$ cat config.mk
export PLATFORM = sky130hd
export DESIGN_NAME = red_add_pipe
export DESIGN_NICKNAME = d
export VERILOG_FILES = /design/src/rtl/red_add_pkg.sv /design/src/rtl/red_add_stage.sv /design/src/rtl/red_add_pipe.sv
export SDC_FILE = /design/constraint.sdc
export NUM_CORES = 1
export LEC_CHECK = 0
export ABC_AREA = 1
export CORE_ASPECT_RATIO = 0.6
export CORE_MARGIN = 2
export CORE_UTILIZATION = 39
export DETAILED_ROUTE_END_ITERATION = 10
export HOLD_SLACK_MARGIN = 0.05
export PLACE_DENSITY = 0.76
export SKIP_CTS_REPAIR_TIMING = 1
export SYNTH_ARGS = -nofsm -noshare
export SYNTH_HDL_FRONTEND = slang
export SYNTH_SLANG_ARGS = --single-unit
$ cat constraint.sdc
create_clock -name clk_i -period 1 [get_ports clk_i]
set_input_delay 0.2 -clock clk_i [delete_from_list [all_inputs] [get_ports clk_i]]
set_output_delay 0.2 -clock clk_i [all_outputs]
set_load 0.1 [all_outputs]
$ cat src/rtl/red_add_pkg.sv
// Shared derivations for the pipelined reduction adder: tree depth, per-level
// entry counts and widths, and the signed clamp used on narrow outputs.
package red_add_pkg;

  function automatic int clog2(input int v);
    int r;
    r = 0;
    while ((1 << r) < v) r++;
    return r;
  endfunction

  // A single lane still gets one register stage.
  function automatic int stages_of(input int vlen);
    return (vlen <= 1) ? 1 : clog2(vlen);
  endfunction

  // Entries entering tree level lvl (lvl=0 is the raw lanes).
  function automatic int entries_at(input int vlen, input int lvl);
    int n;
    n = vlen;
    for (int i = 0; i < lvl; i++) n = (n + 1) / 2;
    return n;
  endfunction

  function automatic int width_at(input int ibw, input int lvl);
    return ibw + lvl;
  endfunction

  function automatic logic signed [63:0] saturate(input logic signed [63:0] v,
                                                  input int obw);
    logic signed [63:0] hi, lo;
    hi = (64'sd1 <<< (obw - 1)) - 64'sd1;
    lo = -(64'sd1 <<< (obw - 1));
    if (v > hi) return hi;
    if (v < lo) return lo;
    return v;
  endfunction

endpackage

$ cat src/rtl/red_add_stage.sv
// One registered level of the adder tree: pairwise sums (odd top entry
// sign-extended through), stage register with valid/last and local ready.
module red_add_stage
  import red_add_pkg::*;
#(
  parameter  int N_IN   = 2,
  parameter  int IN_BW  = 18,
  localparam int N_OUT  = entries_at(N_IN, 1),
  localparam int OUT_BW = IN_BW + 1
) (
  input  logic                    clk_i,
  input  logic                    rst_n_i,
  input  logic [N_IN*IN_BW-1:0]   in_data,
  input  logic                    in_vld,
  input  logic                    in_lst,
  input  logic                    rdy_nxt,
  output logic                    rdy,
  output logic [N_OUT*OUT_BW-1:0] out_data,
  output logic                    out_vld,
  output logic                    out_lst
);

  logic [N_OUT-1:0][OUT_BW-1:0] sum;

  for (genvar j = 0; j < N_OUT; j++) begin : g_pair
    logic [IN_BW-1:0] a;
    assign a = in_data[2*j*IN_BW +: IN_BW];
    if (2*j + 1 < N_IN) begin : g_add
      logic [IN_BW-1:0] b;
      assign b = in_data[(2*j+1)*IN_BW +: IN_BW];
      assign sum[j] = {a[IN_BW-1], a} + {b[IN_BW-1], b};
    end else begin : g_pass
      assign sum[j] = {a[IN_BW-1], a};
    end
  end

  // Empty stage always loads; a full one only when the next stage frees up.
  assign rdy = !out_vld || rdy_nxt;

  always_ff @(posedge clk_i or negedge rst_n_i) begin
    if (!rst_n_i) begin
      out_vld  <= 1'b0;
      out_lst  <= 1'b0;
      out_data <= '0;
    end else if (rdy) begin
      out_vld <= in_vld;
      out_lst <= in_vld & in_lst;
      if (in_vld) out_data <= sum;
    end
  end

endmodule

$ cat src/rtl/red_add_pipe.sv
// Pipelined back-pressure-aware reduction adder, one tree level per stage.
// RED_ADD_PIPE_SAT_EN selects clamping instead of wrap when O_BW is too narrow.
module red_add_pipe
  import red_add_pkg::*;
#(
  parameter int I_BW       = 18,
  parameter int O_BW       = 32,
  parameter int VECTOR_LEN = 2
) (
  input  logic                       clk_i,
  input  logic                       rst_n_i,
  input  logic [VECTOR_LEN*I_BW-1:0] data_i,
  input  logic                       valid_i,
  input  logic                       last_i,
  output logic                       ready_o,
  output logic [O_BW-1:0]            data_o,
  output logic                       valid_o,
  output logic                       last_o,
  input  logic                       ready_i
);

  localparam int STAGES = stages_of(VECTOR_LEN);
  localparam int W      = width_at(I_BW, STAGES);

  // Index 0 is the input side; index k+1 is the output of stage k.
  logic [STAGES:0] vld_pipe, lst_pipe, rdy_pipe;

  assign vld_pipe[0]      = valid_i;
  assign lst_pipe[0]      = last_i;
  assign rdy_pipe[STAGES] = ready_i;
  assign ready_o          = rdy_pipe[0];

  for (genvar k = 0; k < STAGES; k++) begin : g_lvl
    localparam int NI = entries_at(VECTOR_LEN, k);
    localparam int WI = width_at(I_BW, k);
    localparam int NO = entries_at(VECTOR_LEN, k + 1);

    logic [NI*WI-1:0]     din;
    logic [NO*(WI+1)-1:0] dout;

    if (k == 0) begin : g_src
      assign din = data_i;
    end else begin : g_chain
      assign din = g_lvl[k-1].dout;
    end

    red_add_stage #(
      .N_IN (NI),
      .IN_BW(WI)
    ) u_stage (
      .clk_i   (clk_i),
      .rst_n_i (rst_n_i),
      .in_data (din),
      .in_vld  (vld_pipe[k]),
      .in_lst  (lst_pipe[k]),
      .rdy_nxt (rdy_pipe[k+1]),
      .rdy     (rdy_pipe[k]),
      .out_data(dout),
      .out_vld (vld_pipe[k+1]),
      .out_lst (lst_pipe[k+1])
    );
  end

  logic signed [W-1:0] fin;
  assign fin     = g_lvl[STAGES-1].dout;
  assign valid_o = vld_pipe[STAGES];
  assign last_o  = lst_pipe[STAGES];

  if (O_BW >= W) begin : g_ext
    assign data_o = O_BW'(fin);
  end else begin : g_narrow
`ifdef RED_ADD_PIPE_SAT_EN
    assign data_o = O_BW'(saturate(64'(fin), O_BW));
`else
    assign data_o = fin[O_BW-1:0];
`endif
  end

endmodule

# After elaboration in Yosys (flattened, before gate mapping)
# Cells that the tools add are included.
# totals
ff_bits,21
in_bits,41
output_inout_bits,35
word_cells,8
# op_classes
add_sub_neg,1
bitwise_logic,1
reduce_logical,3
# ops
operator,count
$add 18x18->19,1
$reduce_and 2->1,1
$and 1x1->1,1
$logic_not 1->1,1
$logic_or 1x1->1,1

# Longest topological paths before layout
# Gate-level depths: netlist (run 1).
# logic_depth
depth_word,3
depth_mapped,13
mapped_depth_nobuf,13

# Cells and area by module
# From an unflattened synthesis (run 1), not the netlist that was laid out.
# hier_totals
hier_cells,282
area_unflattened_um2,1895.6
# modules_own_cells
mod,n_inst,cells_each,area_per_inst_um2,seq_area_each_um2
red_add_stage,1,269,1798.0,525.5
red_add_pipe,1,13,97.6,0.0

# Worst setup path before layout (run 1)
# Ideal clock, no wire load.
# synth_path
path_kind,register -> register
startpoint,reg g_lvl[0].u_stage.out_vld
endpoint,reg g_lvl[0].u_stage.out_data[18]
setup_ps,69
arrival_time_ps,1726
t_required_ps,931
slack_ps,-794
stages_incl_launch_ff,9
n_path_buf,2
period_less_slack_ps,1794
cell_sequence,dfrtp_1 -> inv_1 -> nor2_1 -> nor2_1 -> inv_1 -> buf_2 -> buf_4 -> nand2_1 -> nand2_1
# synth_between
elab_chain_cells,3
# synth_lines
item,line,source
from (decl),red_add_stage.sv:19,"output logic out_vld,"
from (signal assigned),red_add_stage.sv:46,out_vld <= in_vld;
$logic_not 1->1,red_add_stage.sv:38,assign rdy = !out_vld || rdy_nxt;
$logic_or 1x1->1,red_add_stage.sv:38,
$reduce_and 2->1 (no line),-,
to (signal assigned),red_add_stage.sv:48,if (in_vld) out_data <= sum;
to (decl),red_add_stage.sv:18,"output logic [N_OUT*OUT_BW-1:0] out_data,"
# No other way between the ends.
# A chain may end at the register's enable or synchronous reset.

# Worst setup path after layout (run 1)
# layout_path
startpoint,in data_i[25]
endpoint,reg g_lvl[0].u_stage.out_data[14]
# layout_between
elab_chain_cells,1
# layout_lines
item,line,source
from (decl),red_add_pipe.sv:12,"input logic [VECTOR_LEN*I_BW-1:0] data_i,"
$add 18x18->19,red_add_stage.sv:31,"assign sum[j] = {a[IN_BW-1], a} + {b[IN_BW-1], b};"
# No other way between the ends.

==> results of run 1 <==
## cells in the mapped netlist
library cell,n
nand2_1,106
inv_1,31
nand3_1,22
dfrtp_1,21
ha_1,18
nor2_1,18
a21oi_1,16
buf_4,15
o21ai_0,12
xnor2_1,5
nand3b_1,4
and2_1,2
buf_2,2
nand3_2,2
nor3_1,2
xor2_1,2
a22o_1,1
fa_1,1
o21ai_1,1
o21bai_1,1
or2_2,1
## worst min-delay path by stage
| stage | startpoint | end | cells past startpoint |
|---|---|---|---|
| 6_report | data_i[0] | g_lvl[0].u_stage.out_data[0]$_DFFE_PN0P_ | 4 |
| 5_1_grt | data_i[0] | g_lvl[0].u_stage.out_data[0]$_DFFE_PN0P_ | 4 |
| 4_1_cts | rst_n_i | g_lvl[0].u_stage.out_data[4]$_DFFE_PN0P_ | 2 |
| 3_5_place_dp | g_lvl[0].u_stage.out_data[12]$_DFFE_PN0P_ | g_lvl[0].u_stage.out_data[12]$_DFFE_PN0P_ | 2 |
| 3_3_place_gp | g_lvl[0].u_stage.out_data[0]$_DFFE_PN0P_ | g_lvl[0].u_stage.out_data[0]$_DFFE_PN0P_ | 2 |
| 2_1_floorplan | rst_n_i | g_lvl[0].u_stage.out_data[0]$_DFFE_PN0P_ | 0 |
## worst register-to-register path, cell delays in order, from the launching register on
cell	delay, ns
dfrtp_4	0.49
inv_4	0.07
nor2_4	0.04
buf_4	0.14
nor2_4	0.17
inv_4	0.10
a21oi_1	0.16
o21ai_1	0.15
nand2_1	0.10
## flip-flops by register name (all words and copies together), names as in the netlist
name,count
g_lvl.u_stage.out_lst,1
g_lvl.u_stage.out_data,19
g_lvl.u_stage.out_vld,1
## power groups by stage
stage | Sequential (µW) | Clock (µW) | Combinational (µW)
after floorplan | 2430 | 0 | 1860
after global placement | 1320 | 0 | 4290
after detailed placement | 1340 | 0 | 4330
after CTS | 1320 | 538 | 4340
after global routing | 1290 | 583 | 5420
final | 1280 | 545 | 5280
## placed cells by master, fill, tap and decap left out, types with 3 or more instances in the layout
cell type / instances
dfrtp_2: 19
buf_6: 10
a21oi_1: 4
inv_1: 22
inv_2: 6
nand3b_1: 4
a21oi_2: 11
clkbuf_8: 3
nor2_2: 5
nand2_1: 73
nand2_2: 24
nand3_1: 9
ha_4: 18
o21ai_0: 4
nor2_4: 8
buf_12: 38
nand3_2: 11
nor2_1: 5
clkdlybuf4s50_1: 4
clkbuf_2: 5
buf_4: 40
o21ai_1: 9
nand3_4: 4
nand2_4: 9
dlymetal6s2s_1: 28
xnor2_1: 3
## through the flow
| stage | instances | hold slack [ns] | worst slack [ns] | total power [µW] | util |
|---|---|---|---|---|---|
| finish | 461 | 0.2702 | -0.5427 | 7103 | 0.9048 |
| global route | 461 | 0.2735 | -0.5779 | 7294 | 0.9048 |
| CTS | 439 | 0.3065 | -0.7856 | 6206 | 0.7192 |
| detailed placement | 435 | 0.5122 | -1.041 | 5673 | 0.7094 |
| global placement | 435 | 0.5024 | -0.9708 | 5610 | 0.7094 |
| floorplan | 283 | -0.09559 | -0.4870 | 4294 | - |
## routing by layer
layer	GRT usage	part of all wire
met1	0.3137	0.38
met2	0.3337	0.49
met3	0.02211	0.082
met4	0.04141	0.054
met5	0	0
## final cells by class
class / instances / area (µm²) / area share
well taps: 63 / 78.83 / 0.01889
inverters: 31 / 125.1 / 0.02999
clock buffers: 4 / 45.04 / 0.01079
repair buffers: 128 / 1644 / 0.3940
multi-input cells: 214 / 1723 / 0.4129
flip-flops and latches: 21 / 556.8 / 0.1334
## cell families after synthesis
group | after synthesis | share of synthesized area
AO/OA/AOI/OAI | 31 | 0.08555
XOR/XNOR | 7 | 0.03249
adder cells (fa/ha/maj) | 19 | 0.1300
buffers and inverters | 48 | 0.1267
flip-flops | 21 | 0.2785
AND/OR/NAND/NOR | 157 | 0.3468
==> metrics.yaml, run 1 <==
global_route:
  grt_pass1_vias: 2053
  grt_max_degree: 22
  grt_pass1_wl_mm: 9.218
  grt_usage: 0.2099
  grt.overflow.total: 0
  grt_antenna_before_repair: 0
final_layout:
  diodes: 0
  nets: 459
  final_area_um2: 4173
  fill_cells: 167
  syn2layout_area_growth_pct: 121.2
  drive_above_1_share: 0.5678
clock_network:
  path_clk_slew_ns: 0.08
  numCtsBuffers: 3
  cts_tree: "done"
  clock_path_buffers: 2
  cts.sinks: 21
  clk_latency_ns: 0.25
  ctsHtreeMaxLevel: 1
  root_buffer: "clkbuf_8"
detailed_routing:
  remaining_drc_errors: 0
  wl_per_cell_um: 20.59
  num_vias: 2641
  via_per_inst: 5.729
  antenna_left: 0
  drt_iter0_drc: 211
  drt_wl_total_mm: 9.493
  drtPass1Iterations: 5
timing:
  fin_ws_ns: -0.5427
  tightest_slew_ns: 0.3576
  skew_ns: 0.004100
  min_period_ns: 1.543
  rsz0062_at_grt: "true"
  period_share: 1.543
  fin_setup_tns_ns: -14.97
  slew_headroom: 0.7599
  hold_viol_final: 0
  setup_viol_count_final: 56
  drv_slew: 0
  max_freq_mhz: 648.2
place:
  io_buffers: 75
  routabilityCongestion: 0.8846
  place_hpwl_mm: 4.619
  placed_cell_area_um2: 3272
worst_setup_path:
  crit_slowest_cell: "ha_4"
  required_ns: 1.18
  worstPathArrival_ns: 1.73
  rrSetupSlack_ns: -0.47
  crit_family: "simple AND/OR/NAND/NOR gates"
  r2r-start: "g_lvl[0].u_stage.out_vld$_DFFE_PN0N_"
  worst-r2r-cell-count: 8
  crit_path_cell_trace: "dlymetal6s2s_1, ha_4, nand2_1, nand2_1, a21oi_2, nand3_4, nand2_2, nand2_1, nand2_1, nand3_1, nand2_1"
  r2r-end: "g_lvl[0].u_stage.out_data[9]$_DFFE_PN0P_"
  start_kind: "input port"
  path_class: "in -> reg"
  crit_end: "g_lvl[0].u_stage.out_data[14]$_DFFE_PN0P_"
  critical_path.startpoint: "data_i[25]"
  crit_buf_inv: 1
  cp-end-kind: "flip-flop"
  critPathMaxStageDelay_ns: 0.27
  crit_cells: 11
  cp_max_fo: 4
  crit_path_frequent_cell: "nand2_1"
power:
  pwr-share-clk: 0.077
  powerDensity_nw_per_um2: 1702
  p_int_uw: 3348
  power_frac_seq: 0.180
  ir_drop_mv: 0.9212
  sw_frac_of_total: 0.5287
  power_leakage_uw: 0.002140
  power_frac_comb: 0.743
  power.switching_uw: 3755
status:
  status: "finished with violations"
  violations: "negative setup slack"
synthesis:
  syn_inst: 283
  synthTopCellsByArea: "dfrtp_1 (28%), nand2_1 (21%), ha_1 (12%)"
  ys_types: 21
  ys_seq_area_frac: 0.2785
  ys_ff_latch: 21
  synthesis.area_um2: 1887
  syn_nets: 343
  synth_top_cell_area_share: 0.2785
  synth.largest_area_cell: "dfrtp_1"
  yosys_warnings: 0
  avgSynthCellArea_um2: 6.667
die:
  fp.dieH_um: 57.88
  core-area_um2: 4612
  start_util: 0.4091
  die_w_um: 93.80
  io_pins: 76
  row_count: 19
  die_area_um2: 5428
job:
  cap_violations: 0
worst_hold_path:
  hp-class: "in -> reg"
Power figures use the tool's default switching activity.
==> run 2: changes to the inputs <==
--- a/config.mk
+++ b/config.mk
@@ -8,10 +8,11 @@
 export ABC_AREA = 1
 export CORE_ASPECT_RATIO = 0.6
 export CORE_MARGIN = 2
-export CORE_UTILIZATION = 39
+export CORE_UTILIZATION = 40
+export CTS_BUF_LIST = sky130_fd_sc_hd__clkbuf_8 sky130_fd_sc_hd__clkbuf_16
 export DETAILED_ROUTE_END_ITERATION = 10
 export HOLD_SLACK_MARGIN = 0.05
-export PLACE_DENSITY = 0.76
+export PLACE_DENSITY = 0.78
 export SKIP_CTS_REPAIR_TIMING = 1
 export SYNTH_ARGS = -nofsm -noshare
 export SYNTH_HDL_FRONTEND = slang
==> run 2 against run 1 <==
  * Largest cell class unchanged
  * Critical endpoint is now g_lvl[0].u_stage.out_data[16]$_DFFE_PN0P_
  * Clock-buffer cell count fell by 1
  * First-iteration DRC count rose by 11%
  * Flip-flop and latch count did not move
  * Setup slack improved by 0.065 ns
  * The flow still finishes with violations (negative setup slack)
  * Sequential power barely moved
  * Power fell by 2.0%
  * Hold slack improved by 0.0042 ns
  * Clock skew fell by 0.0014 ns
  * Critical path depth fell by 1
  * Design area fell by 4.1%
==> metrics.yaml, run 2 (same netlist as run 1, synthesis figures left out) <==
detailed_routing:
  num_vias: 2556
  wl_per_cell_um: 19.19
  drt_wl_total_mm: 8.692
  remaining_drc_errors: 0
  drt_iter0_drc: 235
  antenna_left: 0
  via_per_inst: 5.642
  drtPass1Iterations: 5
global_route:
  grt_max_degree: 22
  grt.overflow.total: 0
  grt_pass1_wl_mm: 9.321
  grt_pass1_vias: 2044
  grt_antenna_before_repair: 0
  grt_usage: 0.2226
final_layout:
  final_common_cell: "nand2_1"
  diodes: 0
  fill_cells: 194
  nets: 451
  final_core_util: 0.8769
  final_area_um2: 4003
  largest_reg_flops: 19
  top_regs: "g_lvl.u_stage.out_data: 19 flops, g_lvl.u_stage.out_lst: 1 flops, g_lvl.u_stage.out_vld: 1 flops"
  layout_common_cells: "nand2_1 (73), buf_12 (39), buf_4 (36)"
  syn2layout_area_growth_pct: 112.1
  drive_above_1_share: 0.5795
  largest_register: "g_lvl.u_stage.out_data"
worst_setup_path:
  crit_slowest_cell: "ha_4"
  worstPathArrival_ns: 1.64
  crit_path_cell_trace: "clkbuf_2, ha_4, a21oi_4, nor2_1, nor2_1, nand2_4, nand2_2, nand3b_1, nand3_2, nand2_1"
  start_kind: "input port"
  worst-r2r-cell-count: 7
  critPathMaxStageDelay_ns: 0.28
  crit_buf_inv: 1
  crit_family: "simple AND/OR/NAND/NOR gates"
  required_ns: 1.16
  cp_max_fo: 4
  path_class: "in -> reg"
  crit_path_frequent_cell: "nor2_1"
  crit_cells: 10
  cp-end-kind: "flip-flop"
timing:
  rsz0062_at_grt: "true"
  hold_viol_final: 0
  drv_slew: 0
  min_period_ns: 1.478
  setup_viol_count_final: 56
  fin_ws_ns: -0.4776
  period_share: 1.478
  slew_headroom: 0.7763
  tightest_slew_ns: 0.3332
  max_freq_mhz: 676.8
  skew_ns: 0.002695
power:
  power_leakage_uw: 0.002020
  sw_frac_of_total: 0.5329
  power_frac_comb: 0.735
  pwr-share-clk: 0.083
  powerDensity_nw_per_um2: 1740
  ir_drop_mv: 1.039
  power.switching_uw: 3711
  power_frac_seq: 0.182
  p_int_uw: 3253
  power.total_uw: 6964
clock_network:
  numCtsBuffers: 3
  clock_path_buffers: 2
  cts_tree: "done"
  clk_latency_ns: 0.27
  cts.sinks: 21
  ctsHtreeMaxLevel: 1
  root_buffer: "clkbuf_8"
  path_clk_slew_ns: 0.08
die:
  core-area_um2: 4564
  row_count: 19
  fp.dieH_um: 57.20
  die_area_um2: 5300
  die_w_um: 92.67
  io_pins: 76
  start_util: 0.4134
place:
  routabilityCongestion: 0.8535
  placed_cell_area_um2: 3287
  place_hpwl_mm: 4.843
  post-place-ws_ns: -1.091
  io_buffers: 75
status:
  status: "finished with violations"
  violations: "negative setup slack"
worst_hold_path:
  hp-class: "in -> async"
job:
  cap_violations: 0
run 2: cell types whose count changed in the layout (fill, tap and decap cells not counted), moves of 4 or more:
cell / previous run / this run
clkbuf_2: 5 / 11
dlymetal6s2s_1: 28 / 23
buf_4: 40 / 36
nand2_2: 24 / 28
nand2_4: 9 / 5
nor2_4: 8 / 4
o21ai_1: 9 / 5
run 2: stage by stage:
stage / setup TNS, ns / hold WS (ns) / instances
floorplan: -12.26 / -0.09559 / 283
global placement: -18.41 / 0.4984 / 437
detailed placement: -20.06 / 0.5169 / 437
CTS: -20.42 / 0.2796 / 441
global route: -15.96 / 0.2750 / 453
finish: -14.49 / 0.2744 / 453
run 2: power groups by stage:
stage | clock [µW] | sequential [µW] | combinational [µW]
detailed placement | 0 | 1340 | 4360
global placement | 0 | 1320 | 4290
finish | 576 | 1270 | 5120
CTS | 581 | 1330 | 4370
global route | 597 | 1280 | 5260
floorplan | 0 | 2430 | 1860
run 2: routing by layer:
| metal | track usage | share of wire |
|---|---|---|
| met5 | 0 | 0 |
| met3 | 0.02378 | 0.098 |
| met4 | 0.09454 | 0.068 |
| met1 | 0.3164 | 0.38 |
| met2 | 0.3504 | 0.45 |
run 2: path summary, 6_finish.rpt:
| check | startpoint | end | slack [ns] |
|---|---|---|---|
| setup / recovery | data_i[23] | g_lvl[0].u_stage.out_data[16]$_DFFE_PN0P_ | -0.48 |
| hold / removal | rst_n_i | g_lvl[0].u_stage.out_data[5]$_DFFE_PN0P_ | 0.27 |
| setup reg to reg | g_lvl[0].u_stage.out_vld$_DFFE_PN0N_ | g_lvl[0].u_stage.out_data[3]$_DFFE_PN0P_ | -0.47 |
| hold reg to reg | g_lvl[0].u_stage.out_data[17]$_DFFE_PN0P_ | g_lvl[0].u_stage.out_data[17]$_DFFE_PN0P_ | 0.53 |
| max in group asynchronous | rst_n_i | g_lvl[0].u_stage.out_vld$_DFFE_PN0N_ | 0.58 |
| min in group clk_i | data_i[0] | g_lvl[0].u_stage.out_data[0]$_DFFE_PN0P_ | 0.27 |
run 2: final cells by class:
type | count | area, µm² | share of cell area
well taps | 63 | 78.83 | 0.01969
clock buffers | 3 | 41.29 | 0.01032
inverters | 31 | 122.6 | 0.03063
multi-input cells | 214 | 1685 | 0.4211
repair buffers | 120 | 1513 | 0.3779
flip-flops and latches | 21 | 556.8 | 0.1391
clock inverters | 1 | 5.005 | 0.001250
